**config.mk**
```make
export PLATFORM = sky130hd
export DESIGN_NAME = mem_stage_ctrl_flat
export DESIGN_NICKNAME = d
export VERILOG_FILES = /design/src/rtl/mem_stage_ctrl_if.sv /design/src/rtl/mem_stage_ctrl.sv /design/src/flat_wrapper.sv
export SDC_FILE = /design/constraint.sdc
export NUM_CORES = 1
export LEC_CHECK = 0
export ABC_CLOCK_PERIOD_IN_PS = 3100
export BUFFER_PORTS_ARGS = -buffer_cell sky130_fd_sc_hd__buf_2
export CAP_MARGIN = 20
export CORE_UTILIZATION = 45
export CTS_CLUSTER_DIAMETER = 200
export DETAILED_ROUTE_END_ITERATION = 16
export HOLD_SLACK_MARGIN = 0.02
export PLACE_DENSITY = 0.75
export SYNTH_ARGS = -nofsm -noshare
export SYNTH_HDL_FRONTEND = slang
export SYNTH_SLANG_ARGS = --single-unit
```
**constraint.sdc**
```tcl
create_clock -name Clk -period 3.1 [get_ports Clk]
set_input_delay 0.62 -clock Clk [delete_from_list [all_inputs] [get_ports Clk]]
set_output_delay 0.62 -clock Clk [all_outputs]
set_load 0.01 [all_outputs]
```
**src/rtl/mem_stage_ctrl_if.sv**
```systemverilog
// Data-memory bus between the MEM-stage controller (master) and the data memory (slave).
// Request fields are held stable by the master from D_Req rise until the D_Ack cycle.
interface mem_stage_ctrl_if;
  logic        D_Req;
  logic        D_We;
  logic [31:0] D_Addr;
  logic [31:0] D_Wdata;
  logic        D_Ack;
  logic [31:0] D_Rdata;

  modport master (
    output D_Req, D_We, D_Addr, D_Wdata,
    input  D_Ack, D_Rdata
  );

  modport slave (
    input  D_Req, D_We, D_Addr, D_Wdata,
    output D_Ack, D_Rdata
  );
endinterface

```
**src/rtl/mem_stage_ctrl.sv**
```systemverilog
// MEM-stage controller: runs loads/stores over a req/ack data bus, stalls upstream while busy.
// Define MEM_TIMEOUT_EN to abort an access after TIMEOUT busy cycles without D_Ack.
module mem_stage_ctrl #(
  parameter int TIMEOUT = 16,
  parameter int CNT_W   = 5
) (
  input  logic             Clk,
  input  logic             Reset,
  input  logic             M_Valid,
  input  logic             M_MemRead,
  input  logic             M_MemWrite,
  input  logic             M_RegWrite,
  input  logic             M_Overflow,
  input  logic [31:0]      M_ALUout,
  input  logic [31:0]      M_busB,
  input  logic [4:0]       M_Rw,
  mem_stage_ctrl_if.master dbus,
  output logic             Stall,
  output logic             W_Valid,
  output logic             W_RegWrite,
  output logic [4:0]       W_Rw,
  output logic [31:0]      W_Data,
  output logic             W_Exc
);

  if (TIMEOUT < 1 || TIMEOUT >= (1 << CNT_W)) begin : g_param_chk
    $error("mem_stage_ctrl: CNT_W too narrow for TIMEOUT");
  end

  typedef enum logic [0:0] {
    IDLE = 1'b0,
    BUSY = 1'b1
  } state_t;

  // Which write-back source is loaded at the coming edge.
  typedef enum logic [2:0] {
    WB_NONE  = 3'd0,
    WB_ALU   = 3'd1,
    WB_FAULT = 3'd2,
    WB_MEM   = 3'd3,
    WB_TMO   = 3'd4
  } wb_sel_t;

  state_t      r_state;
  state_t      w_state_nxt;
  wb_sel_t     w_wb_sel;

  logic        w_mem_op;
  logic        w_legal;
  logic        w_accept;
  logic        w_ack;
  logic        w_timeout;
  logic        w_done;

  logic        r_d_req;
  logic        r_d_we;
  logic [31:0] r_d_addr;
  logic [31:0] r_d_wdata;
  logic [4:0]  r_rw;
  logic        r_w_valid;
  logic        r_w_regwrite;
  logic [4:0]  r_w_rw;
  logic [31:0] r_w_data;
  logic        r_w_exc;

  assign w_mem_op = M_Valid & (M_MemRead | M_MemWrite);
  assign w_legal  = ~M_Overflow & (M_ALUout[1:0] == 2'b00);
  assign w_accept = (r_state == IDLE) & w_mem_op & w_legal;
  // D_Ack only counts in BUSY, so a late ack after reset or in IDLE is dropped.
  assign w_ack    = (r_state == BUSY) & dbus.D_Ack;
  assign w_done   = w_ack | w_timeout;

`ifdef MEM_TIMEOUT_EN
  logic [CNT_W-1:0] r_cnt;

  assign w_timeout = (r_state == BUSY) & ~dbus.D_Ack &
                     (r_cnt == CNT_W'(TIMEOUT - 1));

  always_ff @(posedge Clk) begin
    if (Reset) begin
      r_cnt <= '0;
    end else if (w_accept) begin
      r_cnt <= '0;
    end else if ((r_state == BUSY) && !dbus.D_Ack && !w_timeout) begin
      r_cnt <= r_cnt + CNT_W'(1);
    end
  end
`else
  assign w_timeout = 1'b0;
`endif

  always_ff @(posedge Clk) begin
    if (Reset) begin
      r_state <= IDLE;
    end else begin
      r_state <= w_state_nxt;
    end
  end

  always_comb begin
    w_state_nxt = r_state;
    case (r_state)
      IDLE:    if (w_accept) w_state_nxt = BUSY;
      BUSY:    if (w_done)   w_state_nxt = IDLE;
      default: w_state_nxt = IDLE;
    endcase
  end

  // Stall is released in the completing cycle so upstream advances on the same edge.
  always_comb begin
    Stall    = 1'b0;
    w_wb_sel = WB_NONE;
    case (r_state)
      IDLE: begin
        if (M_Valid) begin
          if (!w_mem_op) begin
            w_wb_sel = WB_ALU;
          end else if (!w_legal) begin
            w_wb_sel = WB_FAULT;
          end else begin
            Stall = 1'b1;
          end
        end
      end
      BUSY: begin
        if (dbus.D_Ack) begin
          w_wb_sel = WB_MEM;
        end else if (w_timeout) begin
          w_wb_sel = WB_TMO;
        end else begin
          Stall = 1'b1;
        end
      end
      default: begin
        Stall    = 1'b0;
        w_wb_sel = WB_NONE;
      end
    endcase
  end

  always_ff @(posedge Clk) begin
    if (Reset) begin
      r_d_req      <= 1'b0;
      r_d_we       <= 1'b0;
      r_d_addr     <= '0;
      r_d_wdata    <= '0;
      r_rw         <= '0;
      r_w_valid    <= 1'b0;
      r_w_regwrite <= 1'b0;
      r_w_rw       <= '0;
      r_w_data     <= '0;
      r_w_exc      <= 1'b0;
    end else begin
      r_w_valid    <= 1'b0;
      r_w_regwrite <= 1'b0;
      r_w_exc      <= 1'b0;
      if (w_accept) begin
        r_d_req   <= 1'b1;
        r_d_we    <= M_MemWrite;
        r_d_addr  <= M_ALUout;
        r_d_wdata <= M_busB;
        r_rw      <= M_Rw;
      end
      case (w_wb_sel)
        WB_ALU: begin
          r_w_valid    <= 1'b1;
          r_w_regwrite <= M_RegWrite & ~M_Overflow & (M_Rw != 5'd0);
          r_w_rw       <= M_Rw;
          r_w_data     <= M_ALUout;
          r_w_exc      <= M_Overflow;
        end
        WB_FAULT: begin
          r_w_valid <= 1'b1;
          r_w_rw    <= M_Rw;
          r_w_data  <= M_ALUout;
          r_w_exc   <= 1'b1;
        end
        WB_MEM: begin
          r_d_req   <= 1'b0;
          r_w_valid <= 1'b1;
          r_w_rw    <= r_rw;
          if (r_d_we) begin
            r_w_data <= r_d_addr;
          end else begin
            r_w_data     <= dbus.D_Rdata;
            r_w_regwrite <= (r_rw != 5'd0);
          end
        end
        WB_TMO: begin
          r_d_req   <= 1'b0;
          r_w_valid <= 1'b1;
          r_w_rw    <= r_rw;
          r_w_data  <= r_d_addr;
          r_w_exc   <= 1'b1;
        end
        default: begin
        end
      endcase
    end
  end

  assign dbus.D_Req   = r_d_req;
  assign dbus.D_We    = r_d_we;
  assign dbus.D_Addr  = r_d_addr;
  assign dbus.D_Wdata = r_d_wdata;

  assign W_Valid    = r_w_valid;
  assign W_RegWrite = r_w_regwrite;
  assign W_Rw       = r_w_rw;
  assign W_Data     = r_w_data;
  assign W_Exc      = r_w_exc;

endmodule

```
**src/flat_wrapper.sv**
```systemverilog
// flat-port wrapper written by rule: the top's interface ports become plain ports
module mem_stage_ctrl_flat 
#(
  parameter int TIMEOUT = 16,
  parameter int CNT_W   = 5
)
  (Clk, Reset, M_Valid, M_MemRead, M_MemWrite, M_RegWrite, M_Overflow, M_ALUout, M_busB, M_Rw, Stall, W_Valid, W_RegWrite, W_Rw, W_Data, W_Exc, dbus_D_Req, dbus_D_We, dbus_D_Addr, dbus_D_Wdata, dbus_D_Ack, dbus_D_Rdata);
  mem_stage_ctrl_if dbus_i ();
  input  logic Clk;
  input  logic Reset;
  input  logic M_Valid;
  input  logic M_MemRead;
  input  logic M_MemWrite;
  input  logic M_RegWrite;
  input  logic M_Overflow;
  input  logic [31:0] M_ALUout;
  input  logic [31:0] M_busB;
  input  logic [4:0] M_Rw;
  output logic Stall;
  output logic W_Valid;
  output logic W_RegWrite;
  output logic [4:0] W_Rw;
  output logic [31:0] W_Data;
  output logic W_Exc;
  output wire logic [$bits(dbus_i.D_Req)-1:0] dbus_D_Req;
  output wire logic [$bits(dbus_i.D_We)-1:0] dbus_D_We;
  output wire logic [$bits(dbus_i.D_Addr)-1:0] dbus_D_Addr;
  output wire logic [$bits(dbus_i.D_Wdata)-1:0] dbus_D_Wdata;
  input wire logic [$bits(dbus_i.D_Ack)-1:0] dbus_D_Ack;
  input wire logic [$bits(dbus_i.D_Rdata)-1:0] dbus_D_Rdata;
  assign dbus_D_Req = dbus_i.D_Req;
  assign dbus_D_We = dbus_i.D_We;
  assign dbus_D_Addr = dbus_i.D_Addr;
  assign dbus_D_Wdata = dbus_i.D_Wdata;
  assign dbus_i.D_Ack = dbus_D_Ack;
  assign dbus_i.D_Rdata = dbus_D_Rdata;
  mem_stage_ctrl #(.TIMEOUT(TIMEOUT), .CNT_W(CNT_W)) u_core (.Clk(Clk), .Reset(Reset), .M_Valid(M_Valid), .M_MemRead(M_MemRead), .M_MemWrite(M_MemWrite), .M_RegWrite(M_RegWrite), .M_Overflow(M_Overflow), .M_ALUout(M_ALUout), .M_busB(M_busB), .M_Rw(M_Rw), .dbus(dbus_i), .Stall(Stall), .W_Valid(W_Valid), .W_RegWrite(W_RegWrite), .W_Rw(W_Rw), .W_Data(W_Data), .W_Exc(W_Exc));
endmodule
```
# == After elaboration in Yosys (flattened, before gate mapping) ==
# Cells that the tools add are included.
# word_totals
register_bits,112
out_inout_bits,107
# classes
n_eq_ne,4
n_mux,20
bitwise_logic,10
n_reduce_logical,10
# op_table
operator,n
32-bit one-hot mux with 3 select lines,1
32-bit 2-to-1 mux,1
5-bit one-hot mux with 2 select lines,1
5-bit nonzero test,2
1-bit 2-to-1 mux,8
1-bit one-hot mux with 2 select lines,4
1-bit AND,7
3-bit by 2-bit equality test with 1-bit output (second input constant),2
3-bit 2-to-1 mux,2
3-bit one-hot mux with 2 select lines,1
2-bit OR reduction,3
2-bit 2-to-1 mux,2
4-bit OR reduction,1
3-bit by 1-bit equality test with 1-bit output (second input constant),1
3-bit equality test (second input constant),1
3-bit nonzero test,1
3-bit OR reduction,1
2-bit zero test,1
1-bit NOT,2
2-bit nonzero test,1
1-bit bitwise OR,1

# == Logic depth before layout (Yosys ltp) ==
# depth
ltp_word,9
ltp_mapped,9

# == Least setup slack after synthesis ==
# Ideal clock, no wire load.
# synth_path
path_kind,in2reg
startpoint,input port dbus_D_Ack
endpoint,register u_core.r_w_rw[3] (netlist: u_core.W_Rw[3])
arrival_time_ns,2.271
required_ns,2.978
setup_slack_ns,0.707
stages,9
cell_sequence,and2_1 > clkbuf_1 > clkbuf_1 > a21oi_1 > ha_1 > clkbuf_1 > clkbuf_1 > nor2b_1 > nor3_1
# synth_via
elab_chain_len,5
elab_cells_between_ends,10
# synth_lines
item,line_no,text
from (decl),flat_wrapper.sv:29,input wire logic [$bits(dbus_i.D_Ack)-1:0] dbus_D_Ack;
2-bit 2-to-1 mux (*),mem_stage_ctrl.sv:126,if (dbus.D_Ack) begin
3-bit one-hot mux with 2 select lines (*),mem_stage_ctrl.sv:113,case (r_state)
"3-bit equality test, or another cell as far along",mem_stage_ctrl.sv:164,case (w_wb_sel)
2-bit OR reduction (no source line),-,
5-bit one-hot mux with 2 select lines or 2-bit nonzero test (tied branches),-,
to (signal assigned),mem_stage_ctrl.sv:168,r_w_rw <= M_Rw;
to (signal assigned),mem_stage_ctrl.sv:174,r_w_rw <= M_Rw;
to (signal assigned),mem_stage_ctrl.sv:181,r_w_rw <= r_rw;
to (decl),mem_stage_ctrl.sv:62,logic [4:0] r_w_rw;
# Every way passes the cells marked *; elsewhere a longest branch is shown, timed or not.
# A chain may end at the register's enable or synchronous reset.

# == Final worst setup path ==
# layout_path
startpoint,register u_core.r_state
endpoint,output port Stall
# layout_via
elab_chain_len,2
# layout_lines
item,line_no,text
from (decl),mem_stage_ctrl.sv:44,state_t r_state;
from (signal assigned),mem_stage_ctrl.sv:96,r_state <= w_state_nxt;
1-bit NOT,mem_stage_ctrl.sv:113,
1-bit one-hot mux with 2 select lines (*),mem_stage_ctrl.sv:113,
to (decl),flat_wrapper.sv:19,output logic Stall;
# Marked as above.

==> reports/qor.yml <==
status: "finished, final reports clean"
period_needed_ns: 2.46
register_area_um2: 2240
wl_um: 13900
grt_usage_pct: 21.8
place_congestion: 0.772
die-width_um: 112
skew_ns: 0.00610
clock_path_buffers: 2
synth.distinct_cells: 31
hold_end: "u_core.W_Data[14]"
syn_to_final_growth_pct: 24.3
cp_slowest_cell: "dfxtp_1"
cp_max_fo: 18
post_cts.repair.setup_buffers: 0
syn_inst: 580
pin_count: 216
syn_nets: 692
power.density_nw_per_um2: 457
wl_per_cell_um: 15.3
antennaDiodeCount: 0
reg2reg_from: "u_core.r_state"
max-slew-margin-rel_pct: 54.5
setup-violations-final: 0
stdcell_count: 911
ir_drop_mv: 0.229
rsz0062_at_grt: "false"
vias: 4738
ctsHoldBuffers: 0
route.detailed.drc: 0
gr-usage-met3_pct: 6.43
cts-root-buf: "clkbuf_16"
rows: 39
htree_levels: 3
reg2reg_depth: 7
coreArea_um2: 11700
slew_viol_final: 0
timing.fmax_mhz: 406
dr.pass1.iters: 4
rrSetupSlack_ns: 0.92
cp_cell_sequence: "nand2b_1 > nor3_4 > or2_1 > buf_2"
cts.clk_slew.worst_paths_ns: 0.07
grt_overflow: 0
slowest_delay_ns: 0.76
worstHoldPathType: "register to register"
nets: 876
syn_area_um2: 5490
hpwl_um: 9720
antenna_found_initial: 0
pre_cts_ws_ns: 0.733
cts_tree: "done"
cts_resized: 0
min-delay-start: "u_core.W_Data[14]"
ys_warn_count: 0
ys_seq_area_share_pct: 40.8
start_util_pct: 47.1
tightest_slew_ns: 0.681
cp.arrival_ns: 1.84
worstSetupEndpointType: "output pin"
grt_busiest_layer: "met2"
leakage_nw: 2.97
hold_violations: 0
grt_use_met2_pct: 38.1
ys_ff_latch: 112
design.die.area_um2: 12600
routed_via_density: 5.20
worstSkewPairLatency_ns: 0.35
r2r-end: "u_core.W_Rw[2]"
fin_tns_setup_ns: 0
fillers: 1047
grt_pass1_vias: 4585
max_cap_viol_count: 0
die_h_um: 112
period_share_pct: 79.5
gr-usage-met1_pct: 25.5
port_buffers: 215
multi_input_area_um2: 2920
ant_nets: 0
setup_slack_ns: 0.635
initialDrtViolationCount: 413
dp_cells: 896
whs_path_depth: 2
postSynthAreaPerCell_um2: 9.47
grt_max_degree: 82
final_layout_size_suffix_gt1_share_pct: 31.5
critPathLaunchType: "register"
cp.required_ns: 2.48
grt_pass1_wl_um: 22000
crit_buf_inv: 1
path_delay_family: "flip-flops"
worst-setup-path-type: "register to output pin"
cts_sinks: 112
cts_inserted_buffers: 9
logic make-up after synthesis:
logic type                 count (synthesis)  synth area share [%]
and+or+nand+nor                          204                  21.7
DFF                                      112                  40.8
AOI/OAI and AO/OA                        109                  12.6
muxes                                     99                  18.0
buffers and inverters                     53                  6.17
adders and majority gates                  3                 0.684
metrics by stage:
step           power, mW  hold WS (ns)  util [%]  area (µm²)
2_1_floorplan       1.82         0.452         -        5490
3_3_place_gp        1.98         0.448      56.0        6540
3_5_place_dp        2.00         0.451      56.0        6540
4_1_cts             3.15         0.460      58.5        6830
5_1_grt             3.26         0.474      58.5        6830
6_report            3.12         0.461      58.5        6830
worst max path at each step:
stage / start / to / slack (ns) / cells past startpoint
after CTS: u_core.r_state / Stall / 0.65 / 4
after global placement: M_ALUout[0] / Stall / 0.81 / 5
after global routing: u_core.r_state / Stall / 0.56 / 4
final: u_core.r_state / Stall / 0.64 / 4
after detailed placement: dbus_D_Ack / u_core.W_Data[2] / 0.73 / 7
after floorplan: dbus_D_Ack / u_core.W_Rw[3] / 0.71 / 9
flip-flops by register name, indices dropped and copies added, names as in the netlist:
| name | count |
|---|---|
| u_core.dbus.D_We | 1 |
| u_core.dbus.D_Req | 1 |
| u_core.r_state | 1 |
| u_core.W_RegWrite | 1 |
| u_core.r_rw | 5 |
| u_core.W_Data | 32 |
| u_core.dbus.D_Addr | 32 |
| u_core.W_Valid | 1 |
| u_core.W_Exc | 1 |
| u_core.dbus.D_Wdata | 32 |
| u_core.W_Rw | 5 |
synthesized netlist by cell type (all sizes together):
cell	count	area, µm²
nand2	33	124
or2	2	12.5
nand3	1	5.00
dfxtp	112	2240
and2	1	6.26
inv	1	3.75
o41ai	1	8.76
or4	2	15.0
o21ba	1	10.0
nor2b	7	43.8
a211oi	5	37.5
nor3b	3	22.5
nor2	5	18.8
ha	3	37.5
nor4bb	1	10.0
o31ai	1	7.51
nor3	8	45.0
o21ai	1	5.00
nand2b	135	845
or3	1	11.3
mux2i	99	991
buf	17	204
a21oi	67	335
a211o	32	280
clkbuf	35	131
and3	5	31.3
o21a	1	7.51
where the power goes:
part / switching (mW) / internal, mW
combinational: 0.227 / 0.212
sequential: 0.0345 / 1.49
clock: 0.507 / 0.644
final cells by class:
class	count	share of cell area [%]
Timing Repair Buffer	225	17.5
Sequential cell	112	32.9
Tap cell	143	2.62
Multi-Input combinational cell	415	42.8
Clock buffer	12	3.61
Inverter	1	0.0550
Clock inverter	3	0.623
layout by cell type, fill, tap and decap left out, types with 3 or more instances in the layout:
cell type,n
clkbuf_16,9
nor2b_1,7
a211o_1,32
nand2_1,33
a21oi_1,67
a211oi_1,5
and3_1,5
nor2_1,5
mux2i_1,99
buf_2,214
buf_4,8
nor3b_1,3
nand2b_1,135
buf_12,3
nor3_1,7
dfxtp_1,111
tightest hold or removal path, cell delays in order, from the launching register on:
cell	delay [ns]
dfxtp_1	0.31
nand2_1	0.06
a21oi_1	0.05
routing by layer:
metal  vias up  wire length (µm)
li1       2348                 -
met5         -                 0
met2       176              6750
met4         0               170
met3        14              1000
met1      2200              6020
Power figures use the tool's default switching activity.
